===== config.mk =====
export PLATFORM = sky130hd
export DESIGN_NAME = pipe_stage_reg
export DESIGN_NICKNAME = d
export VERILOG_FILES = /design/src/rtl/pipe_stage_reg.sv
export SDC_FILE = /design/constraint.sdc
export NUM_CORES = 1
export LEC_CHECK = 0
export CORE_AREA = 3 3 211 213
export CTS_CLUSTER_SIZE = 28
export DETAILED_ROUTE_END_ITERATION = 10
export DIE_AREA = 0 0 214 216
export GPL_ROUTABILITY_DRIVEN = 0
export PLACE_DENSITY_LB_ADDON = 0.3
export SYNTH_ARGS = -nofsm -noshare
export SYNTH_HDL_FRONTEND = slang
export SYNTH_SLANG_ARGS = --single-unit

===== constraint.sdc =====
create_clock -name clk -period 24.8 [get_ports clk]
set_input_delay 6.2 -clock clk [delete_from_list [all_inputs] [get_ports clk]]
set_output_delay 6.2 -clock clk [all_outputs]
set_load 0.05 [all_outputs]

===== src/rtl/pipe_stage_reg.sv =====
// Parametrised inter-stage pipeline register with valid/ready handshake, flush,
// delay-slot tagging and a saturating stall counter. Define PIPE_SKID_EN for a 2-entry skid version.
module pipe_stage_reg #(
    parameter int               WIDTH   = 32*8,
    parameter int               CNT_W   = 16,
    parameter logic [WIDTH-1:0] RST_VAL = '0
) (
    input  logic             clk,
    input  logic             rst,
    input  logic             flush,
    input  logic             in_valid,
    output logic             in_ready,
    input  logic [WIDTH-1:0] in_data,
    input  logic [1:0]       in_branch_ds,
    input  logic [1:0]       in_jump_ds,
    output logic             out_valid,
    input  logic             out_ready,
    output logic [WIDTH-1:0] out_data,
    output logic             out_is_ds,
    output logic [CNT_W-1:0] stall_cnt
);

    logic             main_valid_reg;
    logic             main_ds_reg;
    logic [WIDTH-1:0] main_data_reg;
    logic [CNT_W-1:0] stall_cnt_reg;

    logic load;
    logic ds_in;

    assign load  = in_valid && in_ready;
    assign ds_in = (in_branch_ds != 2'b00) || (in_jump_ds != 2'b00);

`ifdef PIPE_SKID_EN
    logic             skid_valid_reg;
    logic             skid_ds_reg;
    logic [WIDTH-1:0] skid_data_reg;

    // Straight from a flop, so out_ready never reaches in_ready combinationally.
    assign in_ready = !skid_valid_reg;

    always_ff @(posedge clk or posedge rst) begin
        if (rst) begin
            main_valid_reg <= 1'b0;
            main_ds_reg    <= 1'b0;
            main_data_reg  <= RST_VAL;
            skid_valid_reg <= 1'b0;
            skid_ds_reg    <= 1'b0;
            skid_data_reg  <= RST_VAL;
        end else if (flush) begin
            main_valid_reg <= 1'b0;
            main_ds_reg    <= 1'b0;
            main_data_reg  <= RST_VAL;
            skid_valid_reg <= 1'b0;
            skid_ds_reg    <= 1'b0;
            skid_data_reg  <= RST_VAL;
        end else if (main_valid_reg && !out_ready) begin
            if (load) begin
                skid_valid_reg <= 1'b1;
                skid_ds_reg    <= ds_in;
                skid_data_reg  <= in_data;
            end
        end else if (skid_valid_reg) begin
            // Main is draining; in_ready is low, so no new load can race the skid entry.
            main_valid_reg <= 1'b1;
            main_ds_reg    <= skid_ds_reg;
            main_data_reg  <= skid_data_reg;
            skid_valid_reg <= 1'b0;
        end else if (load) begin
            main_valid_reg <= 1'b1;
            main_ds_reg    <= ds_in;
            main_data_reg  <= in_data;
        end else begin
            main_valid_reg <= 1'b0;
        end
    end
`else
    assign in_ready = !main_valid_reg || out_ready;

    always_ff @(posedge clk or posedge rst) begin
        if (rst) begin
            main_valid_reg <= 1'b0;
            main_ds_reg    <= 1'b0;
            main_data_reg  <= RST_VAL;
        end else if (flush) begin
            main_valid_reg <= 1'b0;
            main_ds_reg    <= 1'b0;
            main_data_reg  <= RST_VAL;
        end else if (load) begin
            main_valid_reg <= 1'b1;
            main_ds_reg    <= ds_in;
            main_data_reg  <= in_data;
        end else if (out_ready) begin
            main_valid_reg <= 1'b0;
        end
    end
`endif

    // Saturating count of back-pressured cycles; only rst clears it.
    always_ff @(posedge clk or posedge rst) begin
        if (rst) begin
            stall_cnt_reg <= '0;
        end else if (main_valid_reg && !out_ready && !flush && (stall_cnt_reg != {CNT_W{1'b1}})) begin
            stall_cnt_reg <= stall_cnt_reg + {{(CNT_W-1){1'b0}}, 1'b1};
        end
    end

    assign out_valid = main_valid_reg;
    assign out_data  = main_data_reg;
    assign out_is_ds = main_ds_reg;
    assign stall_cnt = stall_cnt_reg;

endmodule


==> results.py, run 1 <==
metrics = {
    "route": {
        "wirelength_um": 33800,
        "wl_per_cell_um": 18.9,
        "vias": 7951,
        "first_pass_iters": 4,
        "first_iter_violations": 370,
        "ant_nets": 0,
        "drc_errors": 0,
        "vias_per_cell": 4.44,
    },
    "run_status": {
        "status": "finished, final reports clean",
    },
    "job": {
        "maxCapViolations": 0,
    },
    "clocking": {
        "cts_sinks": 274,
        "cts_root_buf": "clkbuf_16",
        "htreeDepth": 2,
        "clk_pin_slew_ns": 0.05,
        "cts_resized": 0,
        "cts_buffers": 34,
        "postCtsSetupRepairBufs": 0,
        "cts_tree": "done",
        "clk_latency_ns": 0.53,
        "cts_hold_buf": 0,
        "ctsLongestPathBuffers": 3,
    },
    "worst_setup_path": {
        "r2r_end": "out_data[27]",
        "slowest_stage": "clkdlybuf4s50_1",
        "rrSetupSlack_ns": 21.68,
        "crit_path_end_kind": "output port",
        "crit_chain": "clkdlybuf4s50_1 -> nand2b_2 -> clkdlybuf4s50_1",
        "max_stage_delay_ns": 0.83,
        "ff2ff_path_depth": 5,
        "cp_max_fo": 4,
        "worst-path-buf-inv": 2,
        "r2r_start": "out_valid",
        "cp.required_ns": 18.60,
        "cp-start-kind": "primary input",
        "path_common_cell": "clkdlybuf4s50_1",
        "critPathArrivalTime_ns": 7.76,
        "critPathTopFamily": "buffers and inverters",
        "path_class": "in -> out",
    },
    "worst_hold_path": {
        "hold_class": "reg -> reg",
        "hold_end": "out_data[212]",
        "worstHoldPathCells": 1,
        "min_from": "out_data[212]",
    },
    "global_routing": {
        "grt_usage": 0.143,
        "grt_max_degree": 130,
        "grt_pass1_vias": 8613,
        "grt_overflow": 0,
        "grt_pass1_wl_um": 52400,
        "antenna_found_initial": 1,
    },
    "synthesis": {
        "synthFlopType": "dfrtp_1",
        "syn_area_sq_mm": 0.00988,
        "synth-edff-count": 0,
        "ys_ff_latch": 274,
        "seq_area_frac_synth": 0.694,
        "avgSynthCellArea_sq_um": 15.1,
        "syn_nets": 919,
        "synthArstFlopShare": 1.00,
        "ys_types": 29,
        "ys_warn_count": 0,
        "syn_inst": 653,
    },
    "timing": {
        "slew_violations": 0,
        "setup_tns_ns": 0,
        "clock.fmax_mhz": 71.6,
        "period_minus_slack_ns": 13.96,
        "max_slew_margin": 0.295,
        "worstMarginPinSlew_ns": 1.06,
        "fin_hold_ws_ns": 0.502,
        "period_share": 0.563,
        "hold_viol_final": 0,
        "clock_skew_ns": 0.0187,
        "setup_violations": 0,
        "rsz0062_at_grt": "false",
    },
    "floorplan": {
        "die_width_um": 214,
        "io_pins": 540,
        "placementRows": 76,
        "die_h_um": 216,
        "dieArea_sq_mm": 0.0462,
        "start_util": 0.230,
        "core_sq_mm": 0.0429,
    },
    "final_layout": {
        "fillCellCount": 4065,
        "multi_input_area_sq_mm": 0.00275,
        "area_delta_synth_final_pct": 71.7,
        "final_layout_size_suffix_gt1_frac": 0.0647,
        "regArea_sq_mm": 0.00686,
        "nNetsFinal": 1445,
        "largest_reg_flops": 256,
    },
    "pwr": {
        "power_leakage_nw": 7.47,
        "max-vdd-ir-drop_mv": 0.0388,
        "powerDensity_mw_per_mm2": 74.5,
    },
    "place": {
        "place.port_buffers": 539,
        "post-dp-hpwl_um": 23400,
    },
}
==> layer usage <==
layer	global-route usage	routed length (um)	up-vias
met1	0.170	13500	3944
met4	0.0514	1020	0
li1	-	-	3587
met3	0.0577	3120	51
met5	0	0	-
met2	0.235	16200	369
==> cell families after synthesis <==
group                    count (synthesis)  share of synthesized area
flip-flops                             274                      0.694
adder cells (fa/ha/maj)                  1                    0.00127
AO/OA/AOI/OAI                          269                      0.235
AND/OR/NAND/NOR                         37                     0.0271
multiplexers                             2                    0.00266
XOR/XNOR                                12                     0.0106
buffers and inverters                   58                     0.0290
==> per-stage QoR <==
step	util	instance area [sq um]	worst slack [ns]	total power, mW	std cells
floorplan	-	9880	11.05	0.650	653
global placement	0.368	15800	10.86	0.771	1728
detailed placement	0.368	15800	10.86	0.772	1728
CTS	0.396	17000	10.85	1.29	1790
global route	0.396	17000	10.82	1.32	1791
finish	0.396	17000	10.84	1.26	1791
==> Yosys cell counts, types with 2 or more instances <==
| library cell | n | area share |
|---|---|---|
| nand2_1 | 6 | 0.0023 |
| nand3_1 | 7 | 0.0035 |
| nor2_1 | 2 | 0.00076 |
| a22o_1 | 257 | 0.23 |
| a21oi_1 | 8 | 0.0041 |
| buf_2 | 55 | 0.028 |
| a31oi_1 | 2 | 0.0013 |
| dfrtp_1 | 274 | 0.69 |
| and3_1 | 5 | 0.0032 |
| clkbuf_1 | 2 | 0.00076 |
| nand4_1 | 7 | 0.0044 |
| xor2_1 | 6 | 0.0053 |
| xnor2_1 | 6 | 0.0053 |
==> layout by cell type (no fill, tap or decap) <==
cell type,count
buf_4,8
nand4_1,7
nor2b_1,1
nor3_4,1
or4_1,1
clkinv_4,1
nor3b_2,1
a21oi_4,1
a21boi_2,1
and3_1,5
a31oi_1,2
xnor2_1,6
nor2_4,1
a22o_1,257
inv_6,2
nand2_1,6
nor2_1,2
nand4_4,1
clkbuf_8,6
a21oi_1,8
nor3_2,1
mux2_4,1
inv_8,1
clkbuf_1,4
bufinv_16,2
diode_2,1
nand4bb_4,1
clkbuf_16,37
nand2b_2,1
clkdlybuf4s50_1,539
clkinv_2,10
ha_1,1
xor2_1,6
mux2_1,1
nand3_1,7
and4_4,1
dfrtp_1,274
==> report_power, final <==
group	internal, mW	switching, mW
clock	0.311	0.192
combinational	0.105	0.160
sequential	0.476	0.0208
==> worst max path at each step <==
stage	start	endpoint	slack (ns)	cells past startpoint
after detailed placement	out_ready	in_ready	10.86	3
after global placement	out_ready	in_ready	10.86	3
after CTS	out_ready	in_ready	10.85	3
final	out_ready	in_ready	10.84	3
after floorplan	rst	out_data[0]	11.05	1
after global routing	out_ready	in_ready	10.82	3
==> area by class of cell <==
class / instances / share of cell area
Inverter: 1 / 0.000664
Multi-Input combinational cell: 321 / 0.162
Sequential cell: 274 / 0.404
Timing Repair Buffer: 547 / 0.322
Antenna cell: 1 / 0.000148
Tap cell: 585 / 0.0431
Clock inverter: 15 / 0.00804
Clock buffer: 47 / 0.0603
Power figures use the tool's default switching activity.
==> inputs of run 2 (changes only) <==
==> constraint.sdc (replaced) <==
create_clock -name clk -period 11.8 [get_ports clk]
set_input_delay 2.95 -clock clk [delete_from_list [all_inputs] [get_ports clk]]
set_output_delay 2.95 -clock clk [all_outputs]
set_load 0.05 [all_outputs]
==> run 2 against run 1 <==
Hold slack worse by 0.0036 ns; sequential share of layout area rose by 0.063 points; critical path depth unchanged; wire length hardly changed; critical endpoint unchanged; clock power grew 110%; clock skew decreased by 0.010 ns; die area is the same; cell count shrank 0.45%; register-to-register slack got worse by 13 ns; via count down 0.10%; worst setup slack worse by 6.5 ns; largest cell class unchanged; sequential cell count did not move.
==> results.py, run 2 (synthesis gave the netlist of run 1 again) <==
metrics = {
    "worst_setup_path": {
        "ff2ff_path_depth": 5,
        "r2r_end": "out_data[19]",
        "cp_max_fo": 4,
        "worst-path-buf-inv": 2,
        "critPathTopFamily": "buffers and inverters",
        "critPathArrivalTime_ns": 4.49,
        "cp-start-kind": "primary input",
        "path_class": "in -> out",
        "path_common_cell": "clkdlybuf4s50_1",
        "max_stage_delay_ns": 0.83,
        "crit_chain": "clkdlybuf4s50_1 -> nand2b_2 -> clkdlybuf4s50_1",
        "r2r_start": "out_valid",
        "cp.required_ns": 8.85,
        "slowest_stage": "clkdlybuf4s50_1",
        "crit_path_end_kind": "output port",
        "rrSetupSlack_ns": 8.59,
    },
    "clocking": {
        "clk_pin_slew_ns": 0.06,
        "postCtsSetupRepairBufs": 0,
        "cts_root_buf": "clkbuf_16",
        "cts_buffers": 31,
        "ctsLongestPathBuffers": 3,
        "clk_latency_ns": 0.56,
        "htreeDepth": 1,
        "cts_resized": 0,
        "cts_tree": "done",
        "cts_hold_buf": 0,
        "cts_sinks": 274,
    },
    "route": {
        "wl_met2_um": 16500,
        "ant_nets": 0,
        "dr_wl_met3_um": 3080,
        "wirelength_um": 33800,
        "vias": 7943,
        "routed.top_layer": "met5",
        "first_iter_violations": 493,
        "first_pass_iters": 4,
        "met1_length_um": 13500,
        "vias_per_cell": 4.45,
        "drc_errors": 0,
        "wl_per_cell_um": 19.0,
    },
    "timing": {
        "rsz0062_at_grt": "false",
        "max_slew_margin": 0.309,
        "setup_violations": 0,
        "period_share": 0.630,
        "worstMarginPinSlew_ns": 1.04,
        "period_minus_slack_ns": 7.44,
        "setup_tns_ns": 0,
        "slew_violations": 0,
        "clock_skew_ns": 0.00842,
        "hold_viol_final": 0,
        "clock.fmax_mhz": 134,
    },
    "final_layout": {
        "largest_reg_flops": 256,
        "final_common_cell": "clkdlybuf4s50_1",
        "final_layout_size_suffix_gt1_frac": 0.0626,
        "utilization": 0.395,
        "area_delta_synth_final_pct": 71.5,
        "fillCellCount": 4086,
        "diodes": 0,
        "final_cell_mix": "539 x clkdlybuf4s50_1, 274 x dfrtp_1, 257 x a22o_1",
        "nNetsFinal": 1441,
    },
    "run_status": {
        "status": "finished, final reports clean",
    },
    "floorplan": {
        "die_width_um": 214,
        "io_pins": 540,
        "core_sq_mm": 0.0429,
        "dieArea_sq_mm": 0.0462,
        "die_h_um": 216,
        "placementRows": 76,
        "start_util": 0.230,
    },
    "global_routing": {
        "grt_max_degree": 151,
        "grt_usage": 0.141,
        "antenna_found_initial": 1,
        "grt_pass1_wl_um": 52200,
        "grt_overflow": 0,
        "grt_pass1_vias": 8539,
    },
    "place": {
        "place.port_buffers": 539,
        "post-dp-hpwl_um": 23300,
    },
    "pwr": {
        "combPwrFrac": 0.210,
        "power_leakage_nw": 7.44,
        "p_sw_frac": 0.294,
        "pwr-share-clk": 0.397,
        "powerDensity_mw_per_mm2": 157,
        "power.switching_mw": 0.780,
        "p_int_mw": 1.88,
        "max-vdd-ir-drop_mv": 0.106,
        "seq_power_share": 0.393,
    },
    "worst_hold_path": {
        "hold_class": "reg -> reg",
        "worstHoldPathCells": 1,
        "hold_end": "stall_cnt[11]",
        "min_from": "stall_cnt[11]",
    },
    "job": {
        "maxCapViolations": 0,
    },
}
-- run 2: changes by cell type in the layout (fill, tap and decap cells not counted), sizes merged --
cell	before	now
clkinv	11	9
diode	1	0
buf	8	7
clkinvlp	0	2
inv	3	2
bufinv	2	6
clkbuf	47	38
-- run 2: area by class of cell --
cell class / count / area (sq um) / area share
repair buffers: 546 / 5460 / 0.322
clock buffers: 38 / 872 / 0.0515
inverters: 1 / 11.3 / 0.000665
clock inverters: 18 / 259 / 0.0153
flip-flops and latches: 274 / 6860 / 0.405
well taps: 585 / 732 / 0.0432
multi-input cells: 321 / 2750 / 0.162
-- run 2: routing by layer --
layer / up-vias / GRT usage
met5: - / 0
met4: 2 / 0.0292
met3: 40 / 0.0528
met2: 369 / 0.240
met1: 3975 / 0.171
li1: 3557 / -
-- run 2: worst max-delay path by stage --
stage | from | to | slack [ns] | cells after the start
finish | out_ready | in_ready | 4.36 | 3
global route | out_ready | in_ready | 4.33 | 3
CTS | out_ready | in_ready | 4.35 | 3
detailed placement | out_ready | in_ready | 4.36 | 3
global placement | out_ready | in_ready | 4.36 | 3
floorplan | rst | out_data[0] | 1.30 | 1
-- run 2: metrics by stage --
stage	hold slack (ns)	area [sq um]	worst slack [ns]	total power, mW	std cells
3_3_place_gp	0.486	15800	4.36	1.62	1727
4_1_cts	0.501	16900	4.35	2.70	1783
3_5_place_dp	0.488	15800	4.36	1.62	1727
2_1_floorplan	0.801	9880	1.30	1.37	653
6_report	0.498	16900	4.36	2.65	1783
5_1_grt	0.516	16900	4.33	2.76	1783
-- run 2: power by group through the flow --
stage               logic, mW  registers (mW)  clock network [mW]
floorplan               0.102            1.26                   0
global placement        0.562            1.06                   0
detailed placement      0.564            1.06                   0
CTS                     0.565            1.04                1.09
global route            0.584            1.05                1.13
finish                  0.558            1.04                1.05
-- run 2: worst register-to-register path, delay by kind of cell, from the launching register on --
kind            cells  cell delay [ns]
flops               1             0.43
simple gates        1             0.13
compound gates      2             1.07
buf+inv             2             1.54
==> inputs of run 3 (changes only) <==
--- a/config.mk
+++ b/config.mk
@@ -5,10 +5,10 @@
 export SDC_FILE = /design/constraint.sdc
 export NUM_CORES = 1
 export LEC_CHECK = 0
-export CORE_AREA = 3 3 211 213
+export CORE_AREA = 3 3 206 208
 export CTS_CLUSTER_SIZE = 28
 export DETAILED_ROUTE_END_ITERATION = 10
-export DIE_AREA = 0 0 214 216
+export DIE_AREA = 0 0 209 211
 export GPL_ROUTABILITY_DRIVEN = 0
 export PLACE_DENSITY_LB_ADDON = 0.3
 export SYNTH_ARGS = -nofsm -noshare
==> constraint.sdc (replaced) <==
create_clock -name clk -period 7 [get_ports clk]
set_input_delay 1.75 -clock clk [delete_from_list [all_inputs] [get_ports clk]]
set_output_delay 1.75 -clock clk [all_outputs]
set_load 0.05 [all_outputs]
==> run 3 against run 2 <==
Register-to-register slack worse by 4.0 ns; non-clock buffer count is 1 higher; critical path depth is the same; cell count down 2.9%; largest power group is now sequential cells.
==> results.py, run 3 (synthesis gave the netlist of run 1 again) <==
metrics = {
    "floorplan": {
        "core_sq_mm": 0.0407,
        "die_h_um": 211,
        "die_width_um": 209,
        "io_pins": 540,
        "start_util": 0.242,
        "dieArea_sq_mm": 0.0441,
        "placementRows": 74,
    },
    "global_routing": {
        "grt_pass1_vias": 8442,
        "grt_usage": 0.143,
        "grt_max_degree": 148,
        "antenna_found_initial": 1,
        "grt_pass1_wl_um": 51000,
        "grt_overflow": 0,
    },
    "route": {
        "vias": 7899,
        "vias_per_cell": 4.56,
        "first_iter_violations": 554,
        "wl_per_cell_um": 19.2,
        "ant_nets": 0,
        "first_pass_iters": 6,
        "drc_errors": 0,
        "wirelength_um": 33300,
    },
    "final_layout": {
        "largest_reg_flops": 256,
        "nNetsFinal": 1442,
        "area_delta_synth_final_pct": 70.9,
        "final_layout_size_suffix_gt1_frac": 0.0592,
        "utilization": 0.414,
        "final_common_cell": "clkdlybuf4s50_1",
        "final_cell_mix": "539 x clkdlybuf4s50_1, 274 x dfrtp_1, 257 x a22o_1",
        "finalInstanceArea_sq_mm": 0.0169,
        "diodes": 0,
    },
    "timing": {
        "clock.fmax_mhz": 198,
        "period_share": 0.721,
        "clock_skew_ns": 0.00623,
        "fin_hold_ws_ns": 0.500,
        "setup_violations": 0,
        "setup_tns_ns": 0,
        "fin_ws_ns": 1.96,
        "worstMarginPinSlew_ns": 0.877,
        "rsz0062_at_grt": "false",
        "period_minus_slack_ns": 5.04,
        "max_slew_margin": 0.416,
        "slew_violations": 0,
        "hold_viol_final": 0,
    },
    "clocking": {
        "cts_buffers": 31,
        "cts_sinks": 274,
        "clk_pin_slew_ns": 0.06,
        "cts_resized": 0,
        "ctsLongestPathBuffers": 3,
        "clk_latency_ns": 0.55,
        "postCtsSetupRepairBufs": 0,
        "cts_tree": "done",
        "cts_root_buf": "clkbuf_16",
        "htreeDepth": 1,
        "cts_hold_buf": 0,
    },
    "worst_setup_path": {
        "max_stage_delay_ns": 0.83,
        "path_class": "in -> out",
        "cp.required_ns": 5.25,
        "slowest_stage": "clkdlybuf4s50_1",
        "critPathTopFamily": "buffers and inverters",
        "cp-start-kind": "primary input",
        "critPathArrivalTime_ns": 3.29,
        "worst-path-buf-inv": 2,
        "r2r_start": "out_valid",
        "crit_path_end_kind": "output port",
        "cp_max_fo": 4,
        "critPathLaunch": "out_ready",
        "crit_chain": "clkdlybuf4s50_1 -> nand2b_2 -> clkdlybuf4s50_1",
        "path_common_cell": "clkdlybuf4s50_1",
    },
    "place": {
        "place_area_sq_mm": 0.0158,
        "place.port_buffers": 539,
        "post-dp-hpwl_um": 23000,
        "post-place-ws_ns": 1.96,
    },
    "job": {
        "maxCapViolations": 0,
    },
    "worst_hold_path": {
        "min_from": "out_data[132]",
        "hold_class": "reg -> reg",
    },
    "pwr": {
        "power_leakage_nw": 7.44,
        "powerDensity_mw_per_mm2": 263,
        "max-vdd-ir-drop_mv": 0.173,
    },
    "run_status": {
        "status": "finished, final reports clean",
    },
}
## run 3: cell types whose count changed in the layout (fill, tap and decap cells not counted)
cell and change:
clkbuf_1 +6, buf_12 +3, buf_4 -2, clkbuf_8 -2, inv_8 -2, clkinv_2 -1, clkinv_4 -1, inv_6 +1
## run 3: through the flow
step / std cells / total power, mW
floorplan: 653 / 2.30
global placement: 1675 / 2.73
detailed placement: 1675 / 2.74
CTS: 1732 / 4.50
global route: 1732 / 4.61
finish: 1732 / 4.44
## run 3: final timing paths
check	slack, ns	to	depth (start not counted)
max in group asynchronous	4.03	out_data[34]	4
hold reg to reg	0.50	out_data[132]	1
setup / recovery	1.96	in_ready	3
hold / removal	0.50	out_data[132]	1
setup reg to reg	4.61	out_data[210]	6
min in group asynchronous	1.69	stall_cnt[3]	3
## run 3: per-layer routing
layer,global-route usage,up-vias,share of wire,wire (um)
met5,0,-,0.00027,9
met3,0.0388,47,0.078,2590
li1,-,3569,-,-
met1,0.185,3914,0.41,13800
met4,0.0418,2,0.024,806
met2,0.237,367,0.48,16100
## run 3: power breakdown
group          switching, mW  total [mW]  internal, mW
logic                  0.567       0.943         0.375
clock network          0.650        1.74          1.09
registers             0.0733        1.76          1.68
## run 3: layout make-up
class	count	area, sq um
clock buffer	42	867
clock inverter	15	235
fill	3831	23900
inverter	1	7.51
multi-input combinational	321	2750
sequential	274	6860
tap	532	666
timing repair buffer	547	5510
